$ cat config.mk
export PLATFORM = sky130hd
export DESIGN_NAME = muldiv_unit
export DESIGN_NICKNAME = d
export VERILOG_FILES = /design/src/rtl/global_types.sv /design/src/rtl/restoring_divider.sv /design/src/rtl/muldiv_unit.sv
export SDC_FILE = /design/constraint.sdc
export NUM_CORES = 2
export LEC_CHECK = 0
export CAP_MARGIN = 30
export CORE_MARGIN = 2
export CORE_UTILIZATION = 25
export CTS_BUF_LIST = sky130_fd_sc_hd__clkbuf_8
export DETAILED_ROUTE_END_ITERATION = 7
export PLACE_DENSITY = 0.38
export SLEW_MARGIN = 20
export SYNTH_ARGS = -nofsm -noshare
export SYNTH_HDL_FRONTEND = slang
export SYNTH_SLANG_ARGS = --single-unit
$ cat constraint.sdc
create_clock -name clock -period 24.5 [get_ports clock]
set_input_delay 2.45 -clock clock [delete_from_list [all_inputs] [get_ports clock]]
set_output_delay 2.45 -clock clock [all_outputs]
set_load 0.02 [all_outputs]
$ cat src/rtl/global_types.sv
// Shared opcode and divider-state types for the execute-stage multiply/divide unit.
package global_types;

   // Multiply/divide opcode carried by the instruction in execute
   typedef enum logic [3:0] {
      OP_NOP   = 4'd0,
      OP_MULT  = 4'd1,
      OP_MULTU = 4'd2,
      OP_DIV   = 4'd3,
      OP_DIVU  = 4'd4,
      OP_MTHI  = 4'd5,
      OP_MTLO  = 4'd6,
      OP_MFHI  = 4'd7,
      OP_MFLO  = 4'd8
   } muldiv_op_t;

   // Control state of the iterative divide sequence
   typedef enum logic [1:0] {
      IDLE    = 2'd0,
      DIV_RUN = 2'd1,
      DIV_FIX = 2'd2
   } div_state_t;

   // True for every opcode that reads or writes HI/LO and must wait for a running divide
   function automatic logic uses_hilo(input logic [3:0] op);
      return (op >= 4'd1) && (op <= 4'd8);
   endfunction

endpackage

$ cat src/rtl/restoring_divider.sv
// Unsigned restoring divider: one quotient bit per cycle, ITERS cycles after i_start.
// o_done is high during the cycle whose closing edge performs the final step, so the
// quotient/remainder outputs are valid from the following cycle until the next start.
module restoring_divider #(
   parameter int WIDTH = 32,
   parameter int ITERS = WIDTH
) (
   input  logic             clock,
   input  logic             reset,
   input  logic             i_start,
   input  logic [WIDTH-1:0] i_dividend,
   input  logic [WIDTH-1:0] i_divisor,
   output logic             o_done,
   output logic [WIDTH-1:0] o_quotient,
   output logic [WIDTH-1:0] o_remainder
);

   localparam int CW = (ITERS > 1) ? $clog2(ITERS) : 1;

   logic             r_run;
   logic [CW-1:0]    r_cnt;
   logic [WIDTH-1:0] r_rem;
   logic [WIDTH-1:0] r_quo;
   logic [WIDTH-1:0] r_div;
   logic [WIDTH:0]   w_trial;
   logic             w_last;

   // Trial subtraction of the divisor from the remainder shifted left by the next dividend bit
   always_comb begin
      w_trial = {r_rem, r_quo[WIDTH-1]} - {1'b0, r_div};
      w_last  = r_run && (r_cnt == CW'(ITERS - 1));
   end

   assign o_done      = w_last;
   assign o_quotient  = r_quo;
   assign o_remainder = r_rem;

   // Dividend shifts out of r_quo's top as quotient bits shift in at the bottom
   always_ff @(posedge clock) begin
      if (reset) begin
         r_run <= 1'b0;
         r_cnt <= '0;
         r_rem <= '0;
         r_quo <= '0;
         r_div <= '0;
      end else if (i_start) begin
         r_run <= 1'b1;
         r_cnt <= '0;
         r_rem <= '0;
         r_quo <= i_dividend;
         r_div <= i_divisor;
      end else if (r_run) begin
         if (!w_trial[WIDTH]) begin
            r_rem <= w_trial[WIDTH-1:0];
            r_quo <= {r_quo[WIDTH-2:0], 1'b1};
         end else begin
            r_rem <= {r_rem[WIDTH-2:0], r_quo[WIDTH-1]};
            r_quo <= {r_quo[WIDTH-2:0], 1'b0};
         end
         r_cnt <= r_cnt + CW'(1);
         if (w_last) r_run <= 1'b0;
      end
   end

endmodule

$ cat src/rtl/muldiv_unit.sv
// Execute-stage multiply/divide unit owning HI/LO. Multiplies complete in the accepting
// cycle; divides run on restoring_divider and request a pipeline stall while a dependent
// HI/LO instruction waits. Valid/ready view: an op is taken on an edge where
// e_op != OP_NOP, e_flush == 0 and stall_req == 0; stall_req is the "not ready" signal.
module muldiv_unit
   import global_types::*;
#(
   parameter int WIDTH = 32,
   parameter int ITERS = WIDTH
) (
   input  logic             clock,
   input  logic             reset,
   input  logic [3:0]       e_op,
   input  logic [WIDTH-1:0] e_a,
   input  logic [WIDTH-1:0] e_b,
   input  logic             e_flush,
   output logic [WIDTH-1:0] e_hilo_rd,
   output logic             busy,
   output logic             stall_req
);

   div_state_t         r_state, w_state_next;
   logic [WIDTH-1:0]   r_hi, r_lo, r_a_raw;
   logic               r_sign_q, r_sign_r, r_div0;

   muldiv_op_t         w_op;
   logic               w_accept, w_is_div, w_signed_div, w_start, w_mul_sx, w_div_done;
   logic [WIDTH-1:0]   w_a_mag, w_b_mag, w_quo, w_rem, w_q_fix, w_r_fix;
   logic [2*WIDTH-1:0] w_prod;

   // Decode, stall request, operand magnitudes and the single-cycle product
   always_comb begin
      w_op         = muldiv_op_t'(e_op);
      busy         = (r_state != IDLE);
      stall_req    = busy & uses_hilo(e_op) & ~e_flush;
      w_accept     = (w_op != OP_NOP) & ~e_flush & ~stall_req;
      w_is_div     = (w_op == OP_DIV) || (w_op == OP_DIVU);
      w_signed_div = (w_op == OP_DIV);
      w_start      = w_accept & w_is_div;
      w_a_mag      = (w_signed_div & e_a[WIDTH-1]) ? -e_a : e_a;
      w_b_mag      = (w_signed_div & e_b[WIDTH-1]) ? -e_b : e_b;
      w_mul_sx     = (w_op == OP_MULT);
      w_prod       = {{WIDTH{w_mul_sx & e_a[WIDTH-1]}}, e_a} *
                     {{WIDTH{w_mul_sx & e_b[WIDTH-1]}}, e_b};
   end

   restoring_divider #(.WIDTH(WIDTH), .ITERS(ITERS)) u_div (
      .clock       (clock),
      .reset       (reset),
      .i_start     (w_start),
      .i_dividend  (w_a_mag),
      .i_divisor   (w_b_mag),
      .o_done      (w_div_done),
      .o_quotient  (w_quo),
      .o_remainder (w_rem)
   );

   // Sign fixup of the magnitude result; divide-by-zero bypasses it entirely
   always_comb begin
      w_q_fix = r_sign_q ? -w_quo : w_quo;
      w_r_fix = r_sign_r ? -w_rem : w_rem;
      if (r_div0) begin
         w_q_fix = '1;
         w_r_fix = r_a_raw;
      end
   end

   // HI/LO read port for MFHI/MFLO, zero otherwise
   always_comb begin
      e_hilo_rd = '0;
      if (w_op == OP_MFHI) e_hilo_rd = r_hi;
      else if (w_op == OP_MFLO) e_hilo_rd = r_lo;
   end

   // Divide sequence state register
   always_ff @(posedge clock) begin
      if (reset) r_state <= IDLE;
      else       r_state <= w_state_next;
   end

   // Divide sequence next-state logic
   always_comb begin
      w_state_next = r_state;
      case (r_state)
         IDLE:    if (w_start) w_state_next = DIV_RUN;
         DIV_RUN: if (w_div_done) w_state_next = DIV_FIX;
         DIV_FIX: w_state_next = IDLE;
         default: w_state_next = IDLE;
      endcase
   end

   // HI/LO and divide context: divide completion outranks any newly accepted op
   always_ff @(posedge clock) begin
      if (reset) begin
         r_hi     <= '0;
         r_lo     <= '0;
         r_a_raw  <= '0;
         r_sign_q <= 1'b0;
         r_sign_r <= 1'b0;
         r_div0   <= 1'b0;
      end else if (r_state == DIV_FIX) begin
         r_lo <= w_q_fix;
         r_hi <= w_r_fix;
      end else if (w_accept) begin
         case (w_op)
            OP_MULT, OP_MULTU: begin
               r_hi <= w_prod[2*WIDTH-1:WIDTH];
               r_lo <= w_prod[WIDTH-1:0];
            end
            OP_MTHI: r_hi <= e_a;
            OP_MTLO: r_lo <= e_a;
            OP_DIV, OP_DIVU: begin
               r_a_raw  <= e_a;
               r_sign_q <= w_signed_div & (e_a[WIDTH-1] ^ e_b[WIDTH-1]);
               r_sign_r <= w_signed_div & e_a[WIDTH-1];
               r_div0   <= (e_b == '0);
            end
            default: ;
         endcase
      end
   end

endmodule

After elaboration in Yosys (flattened, before gate mapping):

Index checks and enable logic that the tools add are counted.

* $add $sub $neg: 6
* multipliers: 1
* divide/modulo/power cells: 0
* magnitude comparators: 2
* equal/unequal tests: 13
* shifts and indexed selects: 0
* multiplexer cells: 24
* bitwise logic cells: 14
* reductions and logical operators: 18

Operators by type and width (number)
* 2-to-1 mux 32 bit: 15
* negation 32 bit: 4
* one-hot mux 32 bit (2 select lines): 2
* multiplier 33 x 33 -> 64 bit: 1
* subtractor 33 x 32 -> 33 bit: 1
* zero test 32 bit: 1
* == test 4 x 3 -> 1 bit, second input constant: 4
* bitwise AND 1 bit: 10
* == test 4 x 2 -> 1 bit, second input constant: 2
* AND reduction 2 bit: 3
* nonzero test 2 bit: 3
* nonzero test 3 bit: 2
* OR reduction 2 bit: 3
* adder 5 x 1 -> 5 bit, second input constant: 1
* == test 5 bit, second input constant: 1
* == test 4 x 1 -> 1 bit, second input constant: 1
* == test 4 bit, second input constant: 1
* greater-or-equal comparator 4 x 1 -> 1 bit, second input constant: 1
* <= comparator 4 bit, second input constant: 1
* 2-to-1 mux 1 bit: 4
* 2-to-1 mux 2 bit: 2
* != test 2 x 1 -> 1 bit, second input constant: 2
* one-hot mux 2 bit (2 select lines): 1
* nonzero test 4 bit: 1
* 8 further kinds: 11

* register bits after elaboration: 203
* latch bits: 0
* RAM bits: 0
* memory bits (read-only): 0
* input bits: 71
* output and inout port bits: 34
* logic and storage cells: 90
* memories: 0

Longest topological paths before layout:

* word-level depth: 9
* depth in mapped cells: 33
* gate-level depth less buffers: 30

By module:

From an unflattened synthesis, not the netlist that was laid out.

* cells, all modules: 6131
* area, all modules: 51883.5 µm²

By module, submodules not included
* muldiv_unit: times used 1, cells each 5340, area an instance 45692.6 µm², seq. area each 2021.9 µm²
* restoring_divider: times used 1, cells each 791, area an instance 6190.9 µm², seq. area each 2042.0 µm²

Least setup slack after synthesis:

Ideal clock, no wire load.

* path kind: input -> register
* start point: input port e_op[1]
* end point: register r_hi[24]
* library setup time: 79 ps
* arrival time: 10496 ps
* required time: 24421 ps
* slack: 13925 ps
* stages: 32
* path buffers: 3
* cells stage by stage: nand2b_1 -> nor3_1 -> clkbuf_1 -> and2_1 -> clkbuf_1 -> nand2_1 -> inv_1 -> fa_1 -> inv_1 -> fa_1 -> inv_1 -> fa_1 -> fa_1 -> inv_1 -> fa_1 -> inv_1 -> fa_1 -> inv_1 -> fa_1 -> fa_1 -> inv_1 -> ha_1 -> clkbuf_1 -> a21oi_1 -> o21bai_1 -> a21oi_1 -> and2_1 -> a211oi_1 -> a21oi_1 -> or2_2 -> or4_1 -> o211ai_1

* word-level cells in the longest chain between the ends: 8
* elaborated cells between the ends (all ways): 22
* classes of those cells: 1 x mul; 2 x order compare; 3 x eq/ne; 3 x mux; 7 x bitwise; 6 x reduce/logical

Ends and longest elaborated chain
* start, declared: RTL line muldiv_unit.sv:13 `input logic [3:0] e_op,`
* parallel branches: the longest is 8 deep, another holds multiplier 33 x 33 -> 64 bit
* end signal, assigned: RTL line muldiv_unit.sv:103 `r_hi <= w_r_fix;`
* end signal, assigned: RTL line muldiv_unit.sv:107 `r_hi <= w_prod[2*WIDTH-1:WIDTH];`
* end, declared: RTL line muldiv_unit.sv:23 `logic [WIDTH-1:0] r_hi, r_lo, r_a_raw;`

Several ways; the timed one is not identified. The select of a mux whose other input is x is not followed.
A chain may end at the register's enable or synchronous reset.

Worst setup path after layout:

Same ends and word-level chain as after synthesis.

==> results.json <==
{
  "synthesis.area_per_instance_sq_um": 8.538,
  "multi_input_comb_area_sq_um": 41580,
  "crit_fanout": 21,
  "clock-root-buffer": "sky130_fd_sc_hd__clkbuf_8",
  "outcome": "complete, no violations",
  "max_freq_ghz": 0.08616,
  "top_level_ports": 105,
  "critPathRequiredTime_ps": 25030,
  "remaining_antenna_violation_count_after_routing": 0,
  "synth.yosys.seq_area_share": 0.07874,
  "dieArea_sq_um": 210100,
  "cts.path.max_buffers": 3,
  "critical_path.max_stage_delay_ps": 860,
  "worst_slew_margin_rel": 0.3343,
  "wl_per_cell_microns": 23.02,
  "period_needed_ps": 11610,
  "yosysUniqueCellTypes": 76,
  "crit_slowest_cell": "sky130_fd_sc_hd__fa_1",
  "synthesis.nets": 7493,
  "critPathTopFamily": "adder cells",
  "tightest_slew_ps": 988.2,
  "drc_errors": 0,
  "cts_max_level": 2,
  "globalRouteOverflowTotal": 0,
  "drv_cap": 0,
  "cts_sinks": 203,
  "drt_iter0_drc": 2883,
  "edff_count_synth": 0,
  "chipHeight_microns": 458.4,
  "global_route_wire_length_before_repair_mm": 297.7,
  "number_of_core_rows": 166,
  "core_area_sq_um": 205000,
  "setup-violations-final": 0,
  "grt_util_all_layers": 0.1903,
  "ctsHoldBuffers": 0,
  "cp_bufs_invs": 9,
  "area_after_dpl_sq_um": 55140,
  "synthArstFlopShare": 0,
  "cts_setup_buffers": 0,
  "final_area_sq_um": 55960,
  "final_max_slew_viol_count": 0,
  "drt_wl_total_mm": 198.4,
  "synthesized_instance_count": 6045,
  "dp.cells": 8544,
  "design.final.nets": 7348,
  "postCtsResizedCells": 0,
  "setup_tns_ps": 0,
  "via_count": 40720,
  "hold_viol": 0,
  "synth_area_leaders": "sky130_fd_sc_hd__fa_1, sky130_fd_sc_hd__inv_1, sky130_fd_sc_hd__dfxtp_1, sky130_fd_sc_hd__nand2_1, sky130_fd_sc_hd__ha_1",
  "vias_in_the_first_global_route": 43360,
  "clk-insertion-delay-late_ps": 610,
  "mappedNetlistArea_sq_um": 51610,
  "dieWidth_microns": 458.4,
  "cpMostUsedCell": "sky130_fd_sc_hd__fa_1",
  "synth_top_area_frac": 0.4367,
  "numCtsBuffers": 40,
  "final.hold.worst_slack_ps": 457.3,
  "synth_flop_cell": "sky130_fd_sc_hd__dfxtp_1",
  "hold_path.class": "register to register",
  "initial_core_util": 0.2518,
  "clkTransAtPathRegs_ps": 60,
  "timing_worst_setup_path_type": "primary input to register",
  "fillCellCount": 22240,
  "grt_setup_unrepaired": "no",
  "final-seq-area_sq_um": 4069,
  "portBuffers": 104,
  "place.gp.congestion": 0.8532,
  "netlist.top_cell.by_area": "sky130_fd_sc_hd__fa_1",
  "viasPerCell": 4.724,
  "clock_skew_ps": 37.49,
  "tritoncts_clock_tree": "yes",
  "syn_to_final_growth_pct": 8.412,
  "fraction_of_layout_cells_with_a_size_suffix_above_1": 0.04575,
  "finalCritPeriodShare": 0.4737,
  "critical_path.startpoint_type": "primary input",
  "dp_hpwl_mm": 154.8,
  "worst-endpoint-arrival_ps": 12140,
  "total_of_warnings_raised_by_yosys": 0,
  "grt_antenna_before_repair": 21,
  "grt_max_degree": 75,
  "pre_repair_dr_iteration_count": 6,
  "synth-seq-cells": 203,
  "post_layout_nonfiller_instances": 8620,
  "worst_setup_path_end_kind": "register"
}
## registers in the layout (all words and copies together), names as in the netlist
| register | count |
|---|---|
| u_div.r_cnt | 5 |
| u_div.r_div | 32 |
| r_state | 2 |
| r_sign_r | 1 |
| r_div0 | 1 |
| r_lo | 32 |
| u_div.o_remainder | 32 |
| u_div.r_run | 1 |
| r_a_raw | 32 |
| u_div.o_quotient | 32 |
| r_sign_q | 1 |
| r_hi | 32 |
## per-layer routing
layer / GRT usage / vias up / wire [microns]
li1: - / 18150 / -
met1: 0.2677 / 21530 / 91750
met2: 0.3245 / 907 / 95340
met3: 0.01436 / 133 / 7698
met4: 0.02803 / 0 / 3608
met5: 0 / - / 0
## path summary, 6_finish.rpt
path	start	to	slack [ps]	depth (start not counted)
setup / recovery	e_op[1]	r_hi[24]$_SDFFE_PP0P_	12890	31
hold reg to reg	r_a_raw[27]$_SDFFE_PP0P_	r_a_raw[27]$_SDFFE_PP0P_	460	2
setup reg to reg	u_div.o_remainder[0]$_SDFFE_PP0P_	u_div.o_remainder[3]$_SDFFE_PP0P_	20240	14
hold / removal	r_a_raw[27]$_SDFFE_PP0P_	r_a_raw[27]$_SDFFE_PP0P_	460	2
## worst reg2reg max path, cell delays in order (launching register included)
cell,delay (ps)
sky130_fd_sc_hd__dfxtp_1,450
sky130_fd_sc_hd__inv_1,190
sky130_fd_sc_hd__fa_1,460
sky130_fd_sc_hd__nor2b_1,120
sky130_fd_sc_hd__o21ai_0,120
sky130_fd_sc_hd__a21boi_0,330
sky130_fd_sc_hd__o31a_1,280
sky130_fd_sc_hd__o21ai_0,140
sky130_fd_sc_hd__buf_4,190
sky130_fd_sc_hd__a211oi_1,430
sky130_fd_sc_hd__a21oi_1,280
sky130_fd_sc_hd__xnor2_2,170
sky130_fd_sc_hd__buf_4,510
sky130_fd_sc_hd__mux2i_1,360
sky130_fd_sc_hd__a21oi_1,90
## through the flow
| step | setup slack [ps] | util |
|---|---|---|
| 4_1_cts | 12850 | 0.2728 |
| 6_report | 12890 | 0.2730 |
| 2_1_floorplan | 13920 | - |
| 3_3_place_gp | 12290 | 0.2687 |
| 5_1_grt | 12180 | 0.2729 |
| 3_5_place_dp | 12230 | 0.2690 |
## cell families after synthesis
family / after synthesis / share of synthesized area
simple gates: 1785 / 0.1582
buf+inv: 1604 / 0.1167
fa+ha+maj: 1377 / 0.4976
compound gates: 790 / 0.09840
xor+xnor: 213 / 0.03614
flops: 203 / 0.07874
mux: 73 / 0.01423
## final cells by class
class,instances,share of cell area
antenna,8,0.0003578
inverter,1199,0.08043
clock inverter,19,0.002571
timing repair buffer,218,0.02923
tap,2688,0.06010
sequential,203,0.07272
clock buffer,47,0.01156
multi-input combinational,4238,0.7430
## placed cells by master (no fill, tap or decap), drive strengths merged, types with 78 or more instances in the layout
| master | n |
|---|---|
| fa | 1126 |
| inv | 1212 |
| a21oi | 233 |
| a211oi | 78 |
| nand2 | 978 |
| dfxtp | 203 |
| and2 | 300 |
| o21ai | 183 |
| buf | 171 |
| xnor2 | 119 |
| nor2 | 233 |
| xor2 | 94 |
| ha | 251 |
## synth_stat cells, types with 23 or more instances
master,count
sky130_fd_sc_hd__nor2_1,233
sky130_fd_sc_hd__and2_1,298
sky130_fd_sc_hd__clkbuf_1,316
sky130_fd_sc_hd__nand2_1,978
sky130_fd_sc_hd__inv_1,1199
sky130_fd_sc_hd__o21ai_0,180
sky130_fd_sc_hd__and3_1,34
sky130_fd_sc_hd__a21o_1,47
sky130_fd_sc_hd__or3_1,23
sky130_fd_sc_hd__ha_1,251
sky130_fd_sc_hd__nand4_1,23
sky130_fd_sc_hd__xnor2_1,119
sky130_fd_sc_hd__fa_1,1126
sky130_fd_sc_hd__o21a_1,23
sky130_fd_sc_hd__a21oi_1,233
sky130_fd_sc_hd__buf_1,86
sky130_fd_sc_hd__nand3_1,26
sky130_fd_sc_hd__a22o_1,33
sky130_fd_sc_hd__o31ai_1,36
sky130_fd_sc_hd__xor2_1,94
sky130_fd_sc_hd__dfxtp_1,203
sky130_fd_sc_hd__a211oi_1,78
sky130_fd_sc_hd__nor3_1,49
sky130_fd_sc_hd__mux2i_1,70
Power is left out: the tool's default activity adds up to more than one toggle a clock period on the data nets, which glitch-free logic cannot reach.
